[src/rtl/spike_delay_sched_if.sv]
// rtl/spike_delay_sched_if.sv - port bundle between the scheduler and its shared 1-bit simple-dual-port RAM
interface spike_delay_sched_if #(
  parameter int AW = 12
);
  logic          ram_wea;
  logic [AW-1:0] ram_addra;
  logic          ram_dina;
  logic [AW-1:0] ram_addrb;
  logic          ram_doutb;

  modport master (output ram_wea, ram_addra, ram_dina, ram_addrb, input ram_doutb);
  modport slave  (input ram_wea, ram_addra, ram_dina, ram_addrb, output ram_doutb);
endinterface

[src/rtl/spike_delay_sched.sv]
// rtl/spike_delay_sched.sv - per-channel programmable spike delay loops time-multiplexed on one 1-bit RAM
// Optional macro SPIKE_OR_DIRECT_EN: OR the undelayed spike into spike_out.
module spike_delay_sched #(
  parameter int  NCH = 4,
  parameter int  SEG = 1024,
  parameter int  DW  = 10,
  parameter int  AW  = 12,
  localparam int CW  = (NCH > 1) ? $clog2(NCH) : 1
) (
  input  logic                clk,
  input  logic                reset_n,
  input  logic                tick,
  input  logic [NCH-1:0]      spike_in,
  input  logic                cfg_we,
  input  logic [CW-1:0]       cfg_ch,
  input  logic [DW-1:0]       cfg_delay,
  spike_delay_sched_if.master ram,
  output logic [NCH-1:0]      spike_out,
  output logic                done,
  output logic                busy,
  output logic                overrun
);

  typedef enum logic [1:0] {S_IDLE, S_RUN, S_DRAIN} state_t;

  localparam logic [DW:0]   SEG_W   = (DW+1)'(SEG);
  localparam logic [CW-1:0] LAST_CH = CW'(NCH-1);

  state_t          r_state, w_next;
  logic [CW-1:0]   r_ch;
  logic [DW-1:0]   r_wptr;
  logic [DW-1:0]   r_delay  [NCH];
  logic [DW-1:0]   r_shadow [NCH];
  logic [DW-1:0]   r_fill   [NCH];
  logic [NCH-1:0]  r_sin_q, r_dly_bit, r_spike_out;
  logic            r_done, r_overrun;

  logic [AW-1:0]   w_base;
  logic [DW:0]     w_rsum, w_rptr, w_wp1;
  logic [DW-1:0]   w_clamp;
  logic [NCH-1:0]  w_held, w_new;

  assign w_base  = AW'(r_ch) * AW'(SEG);
  // Read pointer is (wptr - delay) mod SEG, kept non-negative by adding SEG first.
  assign w_rsum  = {1'b0, r_wptr} + SEG_W - {1'b0, r_delay[r_ch]};
  assign w_rptr  = (w_rsum >= SEG_W) ? (w_rsum - SEG_W) : w_rsum;
  assign w_wp1   = {1'b0, r_wptr} + (DW+1)'(1);
  assign w_clamp = ({1'b0, cfg_delay} >= SEG_W) ? DW'(SEG-1) : cfg_delay;

  assign spike_out = r_spike_out;
  assign done      = r_done;
  assign overrun   = r_overrun;
  assign busy      = (r_state != S_IDLE);

  always_ff @(posedge clk or negedge reset_n) begin
    if (!reset_n) r_state <= S_IDLE;
    else          r_state <= w_next;
  end

  always_comb begin
    w_next          = r_state;
    ram.ram_wea     = 1'b0;
    ram.ram_addra   = '0;
    ram.ram_dina    = 1'b0;
    ram.ram_addrb   = '0;
    case (r_state)
      S_IDLE:  if (tick) w_next = S_RUN;
      S_RUN: begin
        ram.ram_wea   = 1'b1;
        ram.ram_addra = w_base + AW'(r_wptr);
        ram.ram_dina  = r_sin_q[r_ch];
        ram.ram_addrb = w_base + AW'(w_rptr);
        if (r_ch == LAST_CH) w_next = S_DRAIN;
      end
      S_DRAIN: w_next = S_IDLE;
      default: w_next = S_IDLE;
    endcase
  end

  // The last channel's read data arrives during DRAIN, so it is taken straight from the RAM.
  always_comb begin
    w_held          = r_dly_bit;
    w_held[NCH-1]   = ram.ram_doutb;
    w_new           = '0;
    for (int c = 0; c < NCH; c++) begin
      if (r_delay[c] == '0) begin
        w_new[c] = r_sin_q[c];
      end else begin
        w_new[c] = (r_fill[c] < r_delay[c]) ? 1'b0 : w_held[c];
`ifdef SPIKE_OR_DIRECT_EN
        w_new[c] = w_new[c] | r_sin_q[c];
`endif
      end
    end
  end

  always_ff @(posedge clk or negedge reset_n) begin
    if (!reset_n) begin
      r_ch        <= '0;
      r_wptr      <= '0;
      r_sin_q     <= '0;
      r_dly_bit   <= '0;
      r_spike_out <= '0;
      r_done      <= 1'b0;
      r_overrun   <= 1'b0;
      for (int c = 0; c < NCH; c++) begin
        r_delay[c]  <= '0;
        r_shadow[c] <= '0;
        r_fill[c]   <= '0;
      end
    end else begin
      r_done <= (r_state == S_DRAIN);
      if (cfg_we) r_shadow[cfg_ch] <= w_clamp;
      if (tick && r_state != S_IDLE) r_overrun <= 1'b1;
      case (r_state)
        S_IDLE: if (tick) begin
          r_sin_q <= spike_in;
          r_ch    <= '0;
          for (int c = 0; c < NCH; c++) begin
            r_delay[c] <= r_shadow[c];
            if (r_shadow[c] != r_delay[c]) r_fill[c] <= '0;
          end
        end
        S_RUN: begin
          if (r_ch != '0) r_dly_bit[r_ch - CW'(1)] <= ram.ram_doutb;
          if (r_ch != LAST_CH) r_ch <= r_ch + CW'(1);
        end
        S_DRAIN: begin
          r_dly_bit[NCH-1] <= ram.ram_doutb;
          r_spike_out      <= w_new;
          r_wptr           <= (w_wp1 == SEG_W) ? '0 : w_wp1[DW-1:0];
          for (int c = 0; c < NCH; c++)
            if (r_fill[c] < r_delay[c]) r_fill[c] <= r_fill[c] + DW'(1);
        end
        default: ;
      endcase
    end
  end

endmodule

[src/flat_wrapper.sv]
// flat-port wrapper written by rule: the top's interface ports become plain ports
module spike_delay_sched_flat 
#(
  parameter int  NCH = 4,
  parameter int  SEG = 1024,
  parameter int  DW  = 10,
  parameter int  AW  = 12,
  localparam int CW  = (NCH > 1) ? $clog2(NCH) : 1
)
  (clk, reset_n, tick, spike_in, cfg_we, cfg_ch, cfg_delay, spike_out, done, busy, overrun, ram_ram_wea, ram_ram_addra, ram_ram_dina, ram_ram_addrb, ram_ram_doutb);
  spike_delay_sched_if #(.AW(AW)) ram_i ();
  input  logic clk;
  input  logic reset_n;
  input  logic tick;
  input  logic [NCH-1:0] spike_in;
  input  logic cfg_we;
  input  logic [CW-1:0] cfg_ch;
  input  logic [DW-1:0] cfg_delay;
  output logic [NCH-1:0] spike_out;
  output logic done;
  output logic busy;
  output logic overrun;
  output wire logic [$bits(ram_i.ram_wea)-1:0] ram_ram_wea;
  output wire logic [$bits(ram_i.ram_addra)-1:0] ram_ram_addra;
  output wire logic [$bits(ram_i.ram_dina)-1:0] ram_ram_dina;
  output wire logic [$bits(ram_i.ram_addrb)-1:0] ram_ram_addrb;
  input wire logic [$bits(ram_i.ram_doutb)-1:0] ram_ram_doutb;
  assign ram_ram_wea = ram_i.ram_wea;
  assign ram_ram_addra = ram_i.ram_addra;
  assign ram_ram_dina = ram_i.ram_dina;
  assign ram_ram_addrb = ram_i.ram_addrb;
  assign ram_i.ram_doutb = ram_ram_doutb;
  spike_delay_sched #(.NCH(NCH), .SEG(SEG), .DW(DW), .AW(AW)) u_core (.clk(clk), .reset_n(reset_n), .tick(tick), .spike_in(spike_in), .cfg_we(cfg_we), .cfg_ch(cfg_ch), .cfg_delay(cfg_delay), .ram(ram_i), .spike_out(spike_out), .done(done), .busy(busy), .overrun(overrun));
endmodule
[config.mk]
export PLATFORM = sky130hd
export DESIGN_NAME = spike_delay_sched_flat
export DESIGN_NICKNAME = d
export VERILOG_FILES = /design/src/rtl/spike_delay_sched_if.sv /design/src/rtl/spike_delay_sched.sv /design/src/flat_wrapper.sv
export SDC_FILE = /design/constraint.sdc
export NUM_CORES = 1
export LEC_CHECK = 0
export CORE_ASPECT_RATIO = 0.5
export CORE_UTILIZATION = 52
export CTS_CLUSTER_DIAMETER = 200
export CTS_CLUSTER_SIZE = 30
export DETAILED_ROUTE_END_ITERATION = 8
export PLACE_DENSITY = 0.71
export SYNTH_ARGS = -nofsm -noshare
export SYNTH_HDL_FRONTEND = slang
export SYNTH_SLANG_ARGS = --single-unit
[constraint.sdc]
create_clock -name clk -period 5.4 [get_ports clk]
set_input_delay 0.54 -clock clk [delete_from_list [all_inputs] [get_ports clk]]
set_output_delay 0.54 -clock clk [all_outputs]
set_load 0.02 [all_outputs]
==> run summary <==
The number of clock sinks seen by CTS is 147, and the count of cells along the worst register-to-register path is 8. VDD sags by at most 0.2946 mV. The logs give 21970 um for the aggregate routed wire length and 0.2105 GHz for the highest attainable clock frequency.

The worst-margin pin slew is 0.8554 ns. The tools report the CTS root buffer as sky130_fd_sc_hd__clkbuf_16. In this run the count of I/O pins placed on the die edge is 54. Of the total power, combinational logic draws 44.1%. The number of slew-limit violations in the final report was 0; the number of buffers inserted by port buffering was 53. Routability-driven placement finished with a final weighted congestion of 0.9950.

The relative slew slack is 42.97%. The number of gates resized after CTS was 0. The maximum number of pins on one net before global-route repair was 94; the synthesis-to-layout area growth was 15.58%. Adding up every negative setup slack in the final design gives 0 ns. The synthesized netlist net count was 956; the number of enable flip-flop cells after synthesis was 0. The tools report the internal power of the cells as 3.120 mW. In this run the deepest clock path goes through 2 buffers.

For the number of nets with antenna violations after detailed routing, the log shows 0. From left edge to right edge, the die measures 183.3 um. Post-synthesis cell area: 8543 um2. The final layout contains 1005 nets. Power density over the cells: 551.0 nW/um2. The first detailed-routing pass took 5 iterations.

The worst min-delay path class was in2async. Measured along the y axis, the die boundary spans 92.64 um. For this run, asynchronously set or reset flops after synthesis account for 100.0%. Clock latency on the worst-skew pair, taken at its later pin, is 0.42 ns. Once routing completed, OpenROAD measured the worst setup slack at 0.6487 ns.

The tools report the number of fillers in the final layout as 1303. The die area came out at 16980 um2. Category of the worst setup path launch point: a flip-flop. In the layout the commonest cells are 147 x sky130_fd_sc_hd__dfrtp_1, 93 x sky130_fd_sc_hd__nand2_1, 82 x sky130_fd_sc_hd__o21ai_0.

The data arrival time of the critical path is 4.21 ns, and the first-pass GRT wire length is 35120 um. The average routed wire per standard cell came out at 18.92 um. Across every metal layer, demand over resource in global routing totals 27.46%.

Standard cell core area: 15740 um2. The tools report the number of global-route vias before repair as 6535. The run gives 877 as the gate count after technology mapping. Critical setup path kind: reg2out.

Setup violations remaining at the end of the flow were counted as 0. TritonCTS built the clock tree. Endpoint of the most critical register-to-register path: u_core.r_fill[7].

Setup repair after global routing left no endpoint under its margin. Initial core utilization: 54.29%. In this run, post-CTS hold repair placed 0 buffers. After synthesis the netlist holds a flip-flop and latch count of 147. Routed via count: 6895. Across the run, the number of max-cap violations was 0. The minimum hold slack is 0.1966 ns, and the register area share after synthesis is 43.06%. The run gives 4.452 nW as the static leakage. The proportion of layout cells with a drive suffix above 1 was 11.08%.

The buffer count from post-CTS setup fixing was 0. The multi-input combinational cells in the finished layout cover a total of 4494 um2. The routed via count divided by cell count is 5.939, and the final global-route overflow total is 0. The run gives 34.1% as the power share of the sequential group. The number of unique standard cell types used by synthesis came out at 56. Net switching is 42.66% of the power. Timing analysis after detailed placement gives a worst setup slack of 1.072 ns. Post-DP HPWL: 16430 um.

The startpoint identified for the worst register-to-register timing path is u_core.r_delay[7]. During synthesis, Yosys emitted a total of 0 warnings. The portion of the clock cycle consumed by the worst path in the final layout is 87.99%, and the proportion of power drawn by the clock network is 21.8%.

Clock skew on the completed layout was measured at 0.008359 ns. The worst setup path is captured at an output pin. For the count of routing violations after the opening detailed-route iteration, the log shows 534.

The run gives 4.86 ns as the required time of the worst setup path. After floorplanning, the core was divided into 32 placement rows. The slack of the worst reg-to-reg path came out at 2.87 ns.

After clock tree synthesis, the clock-pin slew on the worst setup and hold paths is 0.07 ns. The most common cell after layout, fill and taps aside was sky130_fd_sc_hd__dfrtp_1. The TritonCTS buffer count was 17. The run finished with clean final reports. The H-tree was split into 4 levels. Summing all flip-flop and latch instances after layout gives 3679 um2. The initial antenna violation count was 1; the clock period minus worst slack was 4.751 ns. Number of hold-slack violations in the final timing report: 0.

After detailed routing, the number of remaining DRC violations is 0. Among all flip-flop cells after synthesis, the most frequent one is sky130_fd_sc_hd__dfrtp_1. In this run the worst path has a maximum fanout of 17. The mean area per synthesized cell is 9.741 um2. The analysis attributes to net switching a power of 2.321 mW.
[metrics by stage]
stage / area [um2] / utilization (%) / total power, mW / cells
floorplan: 8543 / - / 3.339 / 877
global placement: 9281 / 58.99 / 4.138 / 1128
detailed placement: 9281 / 58.99 / 4.222 / 1128
CTS: 9872 / 62.74 / 5.427 / 1160
global route: 9872 / 62.74 / 5.768 / 1160
finish: 9874 / 62.75 / 5.441 / 1161
[power groups by stage]
stage,sequential [mW],combinational (mW),clock [mW]
2_1_floorplan,1.65,1.68,0
3_3_place_gp,1.83,2.30,0
3_5_place_dp,1.85,2.38,0
4_1_cts,1.83,2.40,1.20
5_1_grt,1.88,2.63,1.25
6_report,1.85,2.40,1.19
[layer usage]
layer,vias to the layer above,global-route usage (%),part of all wire (%)
met2,247,41.76,44
met4,0,8.611,1.7
met1,3400,37.98,46
li1,3216,-,-
met3,32,7.865,8.2
met5,-,0,0
[worst max-delay path, stage by stage, from the launching register on]
cell,delay (ns)
sky130_fd_sc_hd__dfrtp_1,0.87
sky130_fd_sc_hd__mux4_2,0.62
sky130_fd_sc_hd__inv_1,0.12
sky130_fd_sc_hd__ha_1,0.24
sky130_fd_sc_hd__nor2b_1,0.15
sky130_fd_sc_hd__o31a_1,0.27
sky130_fd_sc_hd__o31ai_1,0.37
sky130_fd_sc_hd__a21boi_0,0.20
sky130_fd_sc_hd__o21a_1,0.20
sky130_fd_sc_hd__nor3_1,0.12
sky130_fd_sc_hd__clkdlybuf4s50_1,0.63
[registers in the layout, indices dropped and copies added (netlist names)]
| name | flops |
|---|---|
| u_core.r_delay | 40 |
| u_core.spike_out | 4 |
| u_core.r_sin_q | 4 |
| u_core.r_dly_bit | 3 |
| u_core.r_ch | 2 |
| u_core.r_shadow | 40 |
| u_core.r_state | 2 |
| u_core.r_wptr | 10 |
| u_core.r_fill | 40 |
| u_core.done | 1 |
| u_core.overrun | 1 |
[kinds of logic after synthesis]
group,share of synthesized area (%)
buffers and inverters,4.350
flip-flops,43.06
XOR/XNOR,5.639
multiplexers,9.183
AO/OA/AOI/OAI,13.84
other,0.04389
AND/OR/NAND/NOR,15.30
adder cells (fa/ha/maj),8.582
[how the worst max path moves through the flow]
stage	depth (start not counted)	to	slack, ns	startpoint
2_1_floorplan	10	ram_ram_addrb[7]	1.75	u_core.r_ch[0]
3_3_place_gp	10	ram_ram_addrb[7]	1.16	u_core.r_ch[0]
3_5_place_dp	10	ram_ram_addrb[7]	1.07	u_core.r_ch[0]
4_1_cts	10	ram_ram_addrb[7]	0.59	u_core.r_ch[0]
5_1_grt	10	ram_ram_addrb[7]	0.39	u_core.r_ch[0]
6_report	10	ram_ram_addrb[7]	0.65	u_core.r_ch[0]
[layout make-up]
| class | instances | share of cell area (%) |
|---|---|---|
| Tap cell | 221 | 2.800 |
| Sequential cell | 147 | 37.25 |
| Antenna cell | 1 | 0.02534 |
| Timing Repair Buffer | 58 | 5.765 |
| Clock buffer | 17 | 4.308 |
| Clock inverter | 15 | 1.673 |
| Inverter | 70 | 2.661 |
| Multi-Input combinational cell | 632 | 45.51 |
[synthesized netlist by cell type (4+ instances only)]
library cell	instances	area share [%]
sky130_fd_sc_hd__a31oi_1	27	2.0
sky130_fd_sc_hd__a21oi_1	16	0.94
sky130_fd_sc_hd__nor3_1	9	0.53
sky130_fd_sc_hd__nand2_1	93	4.1
sky130_fd_sc_hd__o21a_1	5	0.44
sky130_fd_sc_hd__mux4_2	11	2.9
sky130_fd_sc_hd__o31ai_1	9	0.79
sky130_fd_sc_hd__nand3_1	41	2.4
sky130_fd_sc_hd__a21o_1	14	1.2
sky130_fd_sc_hd__clkbuf_1	21	0.92
sky130_fd_sc_hd__a211o_1	4	0.41
sky130_fd_sc_hd__a211oi_1	5	0.44
sky130_fd_sc_hd__and3_1	16	1.2
sky130_fd_sc_hd__ha_1	57	8.3
sky130_fd_sc_hd__dfrtp_1	147	43
sky130_fd_sc_hd__buf_1	4	0.18
sky130_fd_sc_hd__nand4_1	16	1.2
sky130_fd_sc_hd__xor2_1	17	1.7
sky130_fd_sc_hd__xnor2_1	38	3.9
sky130_fd_sc_hd__inv_1	70	3.1
sky130_fd_sc_hd__nand2b_1	6	0.44
sky130_fd_sc_hd__nor4_1	13	0.95
sky130_fd_sc_hd__nor2_1	41	1.8
sky130_fd_sc_hd__and2_1	19	1.4
sky130_fd_sc_hd__o21ai_0	82	4.8
sky130_fd_sc_hd__mux2_2	45	5.9
No activity file was read; power rests on OpenSTA's default activity.
